<file path="src/rtl/spart_pkg.sv">
// spart_pkg: shared SPART receive constants and state encoding.
package spart_pkg;
    typedef enum logic [2:0] {
        IDLE   = 3'd0,
        START  = 3'd1,
        DATA   = 3'd2,
        PARITY = 3'd3,
        STOP   = 3'd4
    } rx_state_t;
    localparam int   OVERSAMPLE_DEF = 16;
    localparam logic IDLE_LEVEL     = 1'b1;
endpackage

</file>
<file path="src/rtl/spart_sync.sv">
// spart_sync: metastability flop chain for an asynchronous input, resets to the idle line level.
module spart_sync
    import spart_pkg::*;
#(
    parameter int STAGES = 2
) (
    input  logic clk,
    input  logic rst,
    input  logic d,
    output logic q
);
    logic [STAGES-1:0] chain;

    always_ff @(posedge clk or posedge rst)
        if (rst) chain <= {STAGES{IDLE_LEVEL}};
        else     chain <= {chain[STAGES-2:0], d};

    assign q = chain[STAGES-1];
endmodule

</file>
<file path="src/rtl/spart_rx.sv">
// spart_rx: SPART receiver, 16x oversampled 8N1 deserialiser with rda/error flags.
// Define SPART_RX_PARITY_EN to add an even-parity bit between data and stop.
module spart_rx
    import spart_pkg::*;
#(
    parameter int DATA_BITS   = 8,
    parameter int OVERSAMPLE  = OVERSAMPLE_DEF,
    parameter int SYNC_STAGES = 2
) (
    input  logic                 clk,
    input  logic                 rst,
    input  logic                 rx_enable,
    input  logic                 rxd,
    input  logic                 rd_ack,
    output logic [DATA_BITS-1:0] rx_data,
    output logic                 rda,
    output logic                 frame_err,
    output logic                 overrun,
    output logic                 parity_err
);
    localparam int TW = $clog2(OVERSAMPLE);
    localparam int BW = $clog2(DATA_BITS + 1);
    localparam logic [TW-1:0] T_HALF = TW'(OVERSAMPLE / 2 - 1);
    localparam logic [TW-1:0] T_FULL = TW'(OVERSAMPLE - 1);
    localparam logic [BW-1:0] B_LAST = BW'(DATA_BITS - 1);

    rx_state_t             state;
    logic [TW-1:0]         tick;
    logic [BW-1:0]         bit_cnt;
    logic [DATA_BITS-1:0]  sh;
    logic                  s;
    logic                  prev;
    logic                  at_half;
    logic                  at_full;
    logic                  done;

    spart_sync #(.STAGES(SYNC_STAGES)) u_sync (.clk(clk), .rst(rst), .d(rxd), .q(s));

    assign at_half = tick == T_HALF;
    assign at_full = tick == T_FULL;
    assign done    = rx_enable && state == STOP && at_full;

`ifdef SPART_RX_PARITY_EN
    logic par;
`else
    assign parity_err = 1'b0;
`endif

    always_ff @(posedge clk or posedge rst) begin
        if (rst) begin
            state     <= IDLE;
            tick      <= '0;
            bit_cnt   <= '0;
            sh        <= '0;
            prev      <= IDLE_LEVEL;
            rx_data   <= '0;
            rda       <= 1'b0;
            frame_err <= 1'b0;
            overrun   <= 1'b0;
`ifdef SPART_RX_PARITY_EN
            par        <= 1'b0;
            parity_err <= 1'b0;
`endif
        end else begin
            if (rx_enable) begin
                prev <= s;
                tick <= tick + 1'b1;
                case (state)
                    IDLE: begin
                        tick <= '0;
                        if (!s && prev) state <= START;
                    end
                    START: if (at_half) begin
                        tick    <= '0;
                        bit_cnt <= '0;
                        state   <= s ? IDLE : DATA;
                    end
                    DATA: if (at_full) begin
                        tick    <= '0;
                        sh      <= {s, sh[DATA_BITS-1:1]};
                        bit_cnt <= bit_cnt + 1'b1;
`ifdef SPART_RX_PARITY_EN
                        if (bit_cnt == B_LAST) state <= PARITY;
`else
                        if (bit_cnt == B_LAST) state <= STOP;
`endif
                    end
`ifdef SPART_RX_PARITY_EN
                    PARITY: if (at_full) begin
                        tick  <= '0;
                        par   <= s;
                        state <= STOP;
                    end
`endif
                    STOP: if (at_full) begin
                        tick  <= '0;
                        state <= IDLE;
                    end
                    default: state <= IDLE;
                endcase
            end
            // A read in the completion cycle consumes the old byte, so it cannot overrun.
            if (done) begin
                rx_data   <= sh;
                rda       <= 1'b1;
                frame_err <= ~s;
                overrun   <= rda & ~rd_ack;
`ifdef SPART_RX_PARITY_EN
                parity_err <= ^{sh, par};
`endif
            end else if (rd_ack) begin
                rda       <= 1'b0;
                frame_err <= 1'b0;
                overrun   <= 1'b0;
`ifdef SPART_RX_PARITY_EN
                parity_err <= 1'b0;
`endif
            end
        end
    end
endmodule

</file>
<file path="config.mk">
export PLATFORM = sky130hd
export DESIGN_NAME = spart_rx
export DESIGN_NICKNAME = d
export VERILOG_FILES = /design/src/rtl/spart_pkg.sv /design/src/rtl/spart_sync.sv /design/src/rtl/spart_rx.sv
export SDC_FILE = /design/constraint.sdc
export NUM_CORES = 1
export LEC_CHECK = 0
export ABC_AREA = 1
export BUFFER_PORTS_ARGS = -buffer_cell sky130_fd_sc_hd__buf_2
export CAP_MARGIN = 25
export CORE_MARGIN = 5
export CORE_UTILIZATION = 36
export CTS_CLUSTER_DIAMETER = 200
export DETAILED_ROUTE_END_ITERATION = 16
export PLACE_DENSITY = 0.5
export SYNTH_ARGS = -nofsm -noshare
export SYNTH_HDL_FRONTEND = slang
export SYNTH_SLANG_ARGS = --single-unit
</file>
<file path="constraint.sdc">
create_clock -name clk -period 2.6 [get_ports clk]
set_input_delay 0.52 -clock clk [delete_from_list [all_inputs] [get_ports clk]]
set_output_delay 0.52 -clock clk [all_outputs]
set_load 0.05 [all_outputs]
</file>
After elaboration in Yosys (flattened, before gate mapping)
Index checks and enable logic that the tools add are counted.
{ "op_classes": {"n_eq_ne": 11, "n_reduce_logical": 11, "add_sub_neg": 2, "bitwise_logic": 3, "muxes": 17} }
{ "op_table": {"columns": ["operator", "n"], "rows": [
  ["4-bit 2-to-1 mux", 4],
  ["3-bit 2-to-1 mux", 5],
  ["3-bit one-hot mux with 4 select lines", 1],
  ["4-bit one-hot mux with 3 select lines", 1],
  ["2-bit inequality test, second input constant", 5],
  ["4-bit by 1-bit adder with 4-bit output, second input constant", 2],
  ["4-bit by 3-bit equality test with 1-bit output, second input constant", 2],
  ["4-bit one-hot mux with 2 select lines", 1],
  ["6-bit AND reduction", 1],
  ["4-bit equality test, second input constant", 1],
  ["1-bit 2-to-1 mux", 4],
  ["4-bit AND reduction", 1],
  ["2-bit nonzero test", 2],
  ["3-bit by 1-bit equality test with 1-bit output, second input constant", 1],
  ["3-bit by 2-bit equality test with 1-bit output, second input constant", 1],
  ["3-bit equality test, second input constant", 1],
  ["1-bit logical AND", 3],
  ["3-bit zero test", 1],
  ["3-bit AND reduction", 1],
  ["2-bit 2-to-1 mux", 1],
  ["1-bit inverter", 2],
  ["2-bit OR reduction", 1],
  ["1-bit bitwise AND", 1],
  ["1-bit zero test", 1]
]} }
{ "word_totals": {"word_cells": 54, "register_bits": 33, "output_inout_bits": 12} }

Longest topological paths before layout
Gate-level depths: netlist of the first run.
{ "logic_depth": {"ltp_word": 4, "depth_mapped": 9} }

Cells and area by module
From an unflattened synthesis of the first run, not the netlist that was laid out.
{ "unflattened": {"cells_unflattened": 197, "hier_area_um2": 1739.2} }
{ "by_module_without_submodules": {"columns": ["module", "instances", "cells_each", "area_each_um2"], "rows": [
  ["spart_rx", 1, 194, 1682.9],
  ["spart_sync", 1, 3, 56.3]
]} }

Worst setup path after synthesis of the first run
No wires, ideal clock.
{ "synth_path": {"path_kind": "input to register", "start": "input port rx_enable", "end": "register overrun", "path_slack_ns": 1.263, "arrival_ns": 1.212, "n_path_buf": 2, "setup_ns": 0.125, "stages": 7, "path_cell_list": "buf_4 -> inv_1 -> nor2_4 -> nand2_1 -> buf_6 -> nand3_1 -> o31ai_2"} }
{ "synth_between": {"elab_chain_len": 3, "word_cells_on_any_way": 4} }
{ "synth_rtl": {"columns": ["element", "line", "rtl"], "rows": [
  ["start, declared", "spart_rx.sv:12", "input logic rx_enable,"],
  ["1-bit logical AND (*) (2 in a row)", "spart_rx.sv:41", "assign done = rx_enable && state == STOP && at_full;"],
  ["1-bit 2-to-1 mux / 2-bit nonzero test (equally long branches)", null, null],
  ["end signal, assigned", "spart_rx.sv:107", "overrun <= rda & ~rd_ack;"],
  ["end, declared", "spart_rx.sv:18", "output logic overrun,"]
]} }
Mark *: on every way between the ends. The rest lies on a longest branch, timed or not.
A chain may end at the register's enable or synchronous reset.

Final worst setup path of the first run
{ "layout_path": {"start": "register tick[0]", "end": "register overrun"} }
{ "layout_between": {"elab_chain_len": 3, "word_cells_on_any_way": 4} }
{ "layout_rtl": {"columns": ["element", "line", "rtl"], "rows": [
  ["start, declared", "spart_rx.sv:28", "logic [TW-1:0] tick;"],
  ["start signal, assigned", "spart_rx.sv:67", "tick <= tick + 1'b1;"],
  ["4-bit equality test (*)", "spart_rx.sv:40", "assign at_full = tick == T_FULL;"],
  ["1-bit logical AND (*)", "spart_rx.sv:41", null],
  ["1-bit 2-to-1 mux / 2-bit nonzero test (equally long branches)", null, null]
]} }
Marks and branches as above.

==> results of run 1 <==
==> cell usage after synthesis <==
master   count
a21oi_1      4
nand2_1     43
inv_2        3
nand3_2      2
dfrtp_1     30
nand2_2      6
inv_1       22
buf_4        2
nor2_1       9
ha_1         2
nor2_2       4
o31ai_2      1
nand3_1     13
xor2_1       3
nand4_1      1
conb_1       1
nor2_4       2
buf_6        3
dfstp_2      3
o21ai_1     10
o21ai_0     13
==> worst min-delay path: stages <==
cell and delay, ps:
buf_2 90, inv_1 40, buf_4 360
==> sequential cells by signal, summed over array words and instances (netlist names), 2 cells and up <==
name / flops
bit_cnt: 4
rx_data: 8
sh: 8
state: 3
tick: 4
u_sync.chain: 2
==> final timing paths <==
path                                 start              end  slack [ps]  depth (start not counted)
setup / recovery                   tick[0]          overrun         930                          6
hold / removal                         rst            sh[6]         310                          3
setup reg to reg                   tick[0]          overrun         930                          6
hold reg to reg            u_sync.chain[0]  u_sync.chain[1]         360                          0
max in group asynchronous              rst             prev        1960                          3
min in group clk                       rxd  u_sync.chain[0]         340                          1
==> cell usage in the layout, fill, tap and decap left out, types with 3 or more instances in the layout <==
| cell | n |
|---|---|
| clkbuf_8 | 6 |
| inv_2 | 3 |
| inv_1 | 22 |
| dfstp_2 | 3 |
| a21oi_1 | 4 |
| o21ai_1 | 10 |
| xor2_1 | 3 |
| nand2_1 | 43 |
| nor2_1 | 9 |
| nand3_1 | 13 |
| dfrtp_1 | 30 |
| nor2_2 | 4 |
| buf_2 | 15 |
| o21ai_0 | 13 |
| nand2_2 | 6 |
==> power groups by stage <==
stage	combinational [W]	clock [W]	sequential, W
after global routing	0.000375	0.000428	0.000626
after global placement	0.000310	0	0.000625
after floorplan	0.000263	0	0.000614
after detailed placement	0.000317	0	0.000626
after CTS	0.000319	0.000407	0.000616
final	0.000317	0.000393	0.000616
==> routing by layer <==
metal	up-vias	global-route usage, %
met1	521	15.4
li1	587	-
met4	0	5.63
met5	-	0
met3	7	2.90
met2	27	19.3
==> cells by family (layout without fill, tap and decap cells) <==
family,Yosys count,after routing,synth area share [%]
other,1,1,0.242
AND/OR/NAND/NOR,80,80,24.0
adder cells (fa/ha/maj),2,2,1.62
buffers and inverters,30,49,9.22
XOR/XNOR,3,3,1.70
AO/OA/AOI/OAI,28,28,9.55
flip-flops,33,33,53.6
==> stage by stage <==
step | setup slack (ps) | instances | hold WS [ps]
detailed placement | 857 | 238 | 349
finish | 928 | 246 | 312
global route | 700 | 246 | 333
floorplan | 1260 | 177 | 345
CTS | 888 | 246 | 326
global placement | 905 | 238 | 346
==> final cells by class <==
class / instances / area (µm²)
clock buffers: 8 / 90.1
fillers: 408 / 2350
inverters: 25 / 93.8
multi-input cells: 114 / 574
flip-flops and latches: 33 / 830
well taps: 50 / 62.6
repair buffers: 16 / 82.6
==> flow_summary.toml, run 1 <==
[worst_setup_path]
arrival_ps = 1820
cp_cell_sequence = "ha_1, nand3_2, nor2_4, nand2_1, nand3_1, o31ai_2"
critPathKind = "reg2reg"
cp_slowest_cell = "dfrtp_1"
worst_setup_path_start_kind = "flop"
cp_max_fo = 20
crit_buf_inv = 0
slowest_delay_ps = 380
endpoint_kind = "flop"
worst_ep_required_time_ps = 2750
crit_family = "simple AND/OR/NAND/NOR gates"

[outcome]
status = "finished clean"

[worst_hold_path]
hold_path.class = "in2async"

[layout]
fin_area_um2 = 1730
area_growth_pct = 12.1
final_layout_size_suffix_gt1_share_pct = 21.9
post-route-util_pct = 42.4
final_nets = 202
diodes = 0

[floorplanning]
die_x_um = 75.5
die_area_um2 = 5710
pin_count = 17
core_um2 = 4090
initial_core_util_pct = 37.8
fp-row-count = 23
die_h_um = 75.5

[sta]
slew_headroom_pct = 61.9
drv_slew = 0
max_freq_mhz = 598
post-route-period-util_pct = 64.3
hold_viol_final = 0
period_needed_ps = 1670
setup_violations = 0
fin_setup_tns_ps = 0
rsz0062_at_grt = "false"
tightest_slew_ps = 570
finalClockSkew_ps = 5.11

[detailed_routing]
drtIter0Drc = 72
routed.top_layer = "met4"
ant_nets = 0
drc_errors = 0
m1WireLength_mm = 1.39
drt-total-wl_mm = 2.80
wl_met2_mm = 1.26
firstDrtPassIters = 4
wl_per_cell_um = 11.4
via_per_inst = 4.64
vias = 1142
dr_wl_met3_um = 93

[global_route]
grt_use_total_pct = 12.0
antenna_found_initial = 0
grt_start_max_net_pins = 34
grt_pass1_vias = 1184
grt_overflow = 0
grt_pass1_wl_mm = 5.24

[power]
ir_worst_vdd_mv = 0.371
power.internal_w = 0.000884
switching_share_pct = 33.3
p_clk_share_pct = 29.6
leakage_nw = 0.889
total_power_w = 0.00133
powerDensity_nw_per_um2 = 765
p_seq_share_pct = 46.5
combPwrFrac_pct = 23.9
net-switching-power_w = 0.000442

[clocking]
ctsResizeCount = 0
clkTransAtPathRegs_ps = 70
ctsHoldBuffers = 0
cts_tree = "built"
cts_root_buf = "clkbuf_8"
post_cts_buffers = 0
clk_latency_ps = 280
cts_max_level = 2
cts_buffer_depth = 2
cts_made_buffers = 5
clock_sinks = 33

[synth]
netlist_area_um2 = 1550
synth-seq-cells = 33
syn_avg_cell_area_um2 = 8.74
synth_warnings = 0
yosysTopAreaCell = "dfrtp_1"
synthCells = 177
yosysUniqueCellTypes = 21
synth_area_leaders = "dfrtp_1, nand2_1, inv_1"
syn_nets = 184
ys_seq_area_share_pct = 53.6
synth_top_area_share_pct = 48.5

[place]
dpl.hpwl_mm = 2.04
place_congestion = 0.779
place.port_buffers = 15
place_area_um2 = 1640

[job]
maxCapViolations = 0
Note: power is estimated with default switching activity, not from simulation.
==> run 2: changes to the inputs <==
Settings changed: ABC_AREA 1 to 0, PLACE_DENSITY 0.5 to 0.52.
Clock period 2.6 ns to 1.4 ns, I/O delays scaled along.
==> flow_summary.toml, run 2 <==
[layout]
fill_cells = 353
seq_area_um2 = 832
reg_top3 = "rx_data: 8 flops, sh: 8 flops"
post-route-util_pct = 53.9
diodes = 0
final_common_cell = "dfrtp_1"
multi_input_area_um2 = 845
final_layout_size_suffix_gt1_share_pct = 61.7
final_nets = 173
final_cell_mix = "dfrtp_1, buf_4, mux2_4"
area_growth_pct = 43.7

[synth]
synth_most_common_cell = "dfrtp_1"
yosysTopAreaCell = "dfrtp_1"
synthArstFlopShare_pct = 100
synth_top_area_share_pct = 49.3
netlist_area_um2 = 1520
synth_area_leaders = "dfrtp_1, mux2_2, dfstp_2"
ys.flop_type = "dfrtp_1"
synth_warnings = 0
syn_avg_cell_area_um2 = 12.5
yosysUniqueCellTypes = 38
ys_seq_area_share_pct = 54.5
syn_nets = 129
synth-seq-cells = 33
synth_common_cells = "dfrtp_1, mux2_2, o21ai_0"
synthCells = 122
synth_edf_count = 0

[outcome]
violations = "negative setup slack"
status = "finished with violations"

[place]
dpl_worst_slack_ps = -185
dpl.hpwl_mm = 2.05
place_congestion = 0.759
place.port_buffers = 15

[sta]
drv_slew = 0
rsz0062_at_grt = "true"
post-route-period-util_pct = 113
hold_ws_ps = 16.7
max_freq_mhz = 631
setup_violations = 25
period_needed_ps = 1590
post-route-worst-setup-slack_ps = -186
finalClockSkew_ps = 12.2
hold_viol_final = 0

[detailed_routing]
drt-total-wl_mm = 3.29
vias = 1085
drc_errors = 0
firstDrtPassIters = 4
via_per_inst = 5.00
ant_nets = 0
drtIter0Drc = 36
wl_per_cell_um = 15.1

[floorplanning]
fp-row-count = 23
die_area_um2 = 5630
die_h_um = 75.0
pin_count = 17
core_um2 = 4060
die_x_um = 75.0
initial_core_util_pct = 37.5

[worst_setup_path]
arrival_ps = 1750
worst_ep_required_time_ps = 1570
cp_cell_sequence = "or3b_4, o21ai_4, nor3_4, mux2_4"
slowest_delay_ps = 490
endpoint_kind = "flop"
crit_buf_inv = 0
cp.depth = 4
worst_setup_path_start_kind = "flop"
critPathKind = "reg2reg"
reg2reg_depth = 4
cp_slowest_cell = "dfrtp_2"
crit_family = "simple AND/OR/NAND/NOR gates"
cp_max_fo = 8

[clocking]
cts_root_buf = "clkbuf_8"
clkTransAtPathRegs_ps = 80
cts_buffer_depth = 2
cts_made_buffers = 5
cts_max_level = 2
clock_sinks = 33
clk_latency_ps = 290
cts_tree = "built"

[worst_hold_path]
hold_path.class = "in2async"

[global_route]
grt_pass1_vias = 1204
grt_start_max_net_pins = 34
grt_pass1_wl_mm = 5.76
grt_use_total_pct = 13.8
antenna_found_initial = 0
grt_overflow = 0

[power]
ir_worst_vdd_mv = 0.818
powerDensity_nw_per_um2 = 1480
leakage_nw = 1.07

[job]
maxCapViolations = 0
## run 2: cell types whose count changed after synthesis, sizes merged, moves of 3 or more
| cell | delta |
|---|---|
| xor2 | -3 |
| and3 | +3 |
| inv | -21 |
| o21ai | -13 |
| mux2 | +22 |
| a21oi | -4 |
| nand2 | -43 |
| nor3b | +4 |
| nor3 | +5 |
| nand3 | -14 |
| nor2 | -11 |
## run 2: kinds of logic (layout without fill, tap and decap cells)
family                     after synthesis  count (layout)  share of synthesized area (%)
and+or+nand+nor                         36              37                           15.2
DFF                                     33              33                           54.5
muxes                                   23              23                           16.9
AOI/OAI and AO/OA                       16              16                           6.41
buffers and inverters                   10              54                           4.52
adders and majority gates                2               2                           1.64
other                                    1               1                          0.246
xor gates and xnor gates                 1               1                          0.575
## run 2: power by group
group / switching [W] / internal (W)
registers: 0.000147 / 0.00105
clock network: 0.000348 / 0.000580
logic: 0.000491 / 0.000627
total: 0.000986 / 0.00226
## run 2: what timing repair did
| action | 4_1_cts | 5_1_grt |
|---|---|---|
| setup buffers | 7 | 1 |
| hold endpoints to repair | 0 | 0 |
| resized for setup | 32 | 18 |
| cloned | 1 | 0 |
| endpoints found under the setup margin | 26 | 28 |
| hold buffers | 0 | 0 |
| pin swaps | 8 | 4 |
## run 2: worst paths after layout
| kind | start | end | slack (ps) |
|---|---|---|---|
| min in group clk | rxd | u_sync.chain[0] | 90 |
| max | state[0] | state[1] | -190 |
| min | rst | bit_cnt[2] | 20 |
| max reg2reg | state[0] | state[1] | -190 |
| max in group asynchronous | rst | prev | 1120 |
| min reg2reg | u_sync.chain[0] | u_sync.chain[1] | 350 |
## run 2: area by class of cell
class / instances / share of cell area, %
Sequential cell: 33 / 38.0
Clock buffer: 7 / 3.95
Multi-Input combinational cell: 80 / 38.6
Clock inverter: 1 / 1.37
Tap cell: 50 / 2.86
Inverter: 4 / 0.686
Timing Repair Buffer: 42 / 14.5
## run 2: metal layers
metal	up-vias	GRT usage, %	wire [µm]
met1	545	17.3	1500
met3	4	4.81	96
met2	11	22.1	1650
met5	-	0	0
li1	525	-	-
met4	0	4.74	38
## run 2: metrics by stage
step / setup TNS, ps / area (µm²) / power (W) / instances
after global placement: -2120 / 1820 / 0.00191 / 201
after detailed placement: -2610 / 1820 / 0.00194 / 201
final: -2600 / 2190 / 0.00325 / 217
after global routing: -4020 / 2190 / 0.00343 / 217
after floorplan: -1230 / 1570 / 0.00167 / 122
after CTS: -2190 / 2120 / 0.00312 / 217
## run 2: worst min-delay path: cells and delay by family
kind                   cells  cell delay, ps
buffers and inverters      3             390
==> run 3: changes to the inputs <==
Settings changed: CORE_MARGIN 5 to unset.
==> flow_summary.toml, run 3 (synthesis results as in run 2) <==
[sta]
max_freq_mhz = 646
hold_ws_ps = 80.4
period_needed_ps = 1550
post-route-period-util_pct = 111
finalClockSkew_ps = 3.71
rsz0062_at_grt = "true"
hold_viol_final = 0
drv_slew = 0
setup_violations = 25
post-route-worst-setup-slack_ps = -148

[clocking]
cts_max_level = 2
clk_latency_ps = 280
cts_tree = "built"
cts_buffer_depth = 2
cts_made_buffers = 5
cts_root_buf = "clkbuf_8"
clock_sinks = 33
clkTransAtPathRegs_ps = 70

[layout]
diodes = 0
final_nets = 174
final_cell_mix = "dfrtp_1, buf_4, buf_2"
area_growth_pct = 40.5
fin_area_um2 = 2140
reg_top3 = "rx_data: 8 flops, sh: 8 flops"
final_layout_size_suffix_gt1_share_pct = 60.7
final_common_cell = "dfrtp_1"

[detailed_routing]
drt-total-wl_mm = 3.07
wl_per_cell_um = 14.1
drc_errors = 0
firstDrtPassIters = 4
vias = 1098
ant_nets = 0
drtIter0Drc = 46
via_per_inst = 5.04

[power]
ir_worst_vdd_mv = 1.20
leakage_nw = 1.05
total_power_w = 0.00318
powerDensity_nw_per_um2 = 1490

[global_route]
grt_use_total_pct = 15.1
antenna_found_initial = 0
grt_use_met1_pct = 18.9
top_usage_layer = "met2"
grt_pass1_wl_mm = 4.96
use_met3_pct = 5.14
use_met2_pct = 23.8
grt_overflow = 0
grt_start_max_net_pins = 34
grt_pass1_vias = 1088

[worst_setup_path]
arrival_ps = 1710
critPathKind = "reg2reg"
reg2reg_slack_ps = -150
reg2reg_depth = 4
endpoint_kind = "flop"
regToRegStartpoint = "state[2]"
worst_ep_required_time_ps = 1560
cp_max_fo = 6
worst_setup_path_start_kind = "flop"
reg2reg_to = "state[1]"

[outcome]
status = "finished with violations"
violations = "negative setup slack"

[floorplanning]
die_x_um = 67.0
die_area_um2 = 4490
die_h_um = 67.0
initial_core_util_pct = 37.8
fp-row-count = 23
core_um2 = 4030
pin_count = 17

[place]
dpl.hpwl_mm = 2.01
place.port_buffers = 15
place_congestion = 0.793
place_area_um2 = 1830

[job]
maxCapViolations = 0

[worst_hold_path]
hold_path.class = "in2async"
## run 3: changes by cell type in the layout (fill, tap and decap cells not counted), sizes merged
| cell | before | now |
|---|---|---|
| buf | 42 | 43 |
## run 3: cell type report
cell class                 count  area, µm²
inverter                       4       15.0
tap                           50       62.6
multi-input combinational     80        811
clock inverter                 1       30.0
sequential                    33        832
fill                         364       1890
timing repair buffer          43        303
clock buffer                   7       86.3
## run 3: worst max-delay path, stage by stage, from the launching register on
cell and delay, ps:
dfrtp_2 450, or3b_4 430, o21ai_4 160, nor3_4 70, mux2_1 310
## run 3: metal layers
| metal | wire (µm) | vias up | part of all wire [%] |
|---|---|---|---|
| met4 | 25 | 0 | 0.81 |
| li1 | - | 525 | - |
| met2 | 1590 | 17 | 52 |
| met5 | 0 | - | 0 |
| met3 | 88 | 2 | 2.9 |
| met1 | 1370 | 554 | 44 |
## run 3: power breakdown
part | internal (W) | leakage (nW) | switching (W)
logic | 0.000605 | 0.546 | 0.000489
registers | 0.00105 | 0.442 | 0.000126
clock network | 0.000580 | 0.0585 | 0.000329
total | 0.00224 | 1.05 | 0.000945
## run 3: repair_timing
item | in CTS | in global routing
endpoints found under the setup margin | 27 | 27
pin swaps | 9 | 6
hold endpoints to repair | 0 | 0
setup buffers | 4 | 1
cloned | 0 | 1
hold buffers | 0 | 0
resized for setup | 11 | 26
## run 3: how the worst max path moves through the flow
stage,cells past startpoint,start,slack (ps),endpoint
floorplan,5,tick[1],-80,state[0]
global placement,5,tick[1],-130,state[2]
detailed placement,5,tick[1],-140,state[0]
CTS,5,bit_cnt[1],-140,state[1]
global route,5,tick[1],-200,state[1]
finish,4,state[2],-150,state[1]
## run 3: stage by stage
step | cells | TNS, ps | util, % | setup slack, ps
2_1_floorplan | 122 | -1230 | - | -84.0
3_3_place_gp | 204 | -1990 | 45.4 | -131
3_5_place_dp | 204 | -2350 | 45.4 | -141
4_1_cts | 216 | -2120 | 49.8 | -140
5_1_grt | 218 | -3820 | 53.1 | -196
6_report | 218 | -2350 | 53.1 | -148
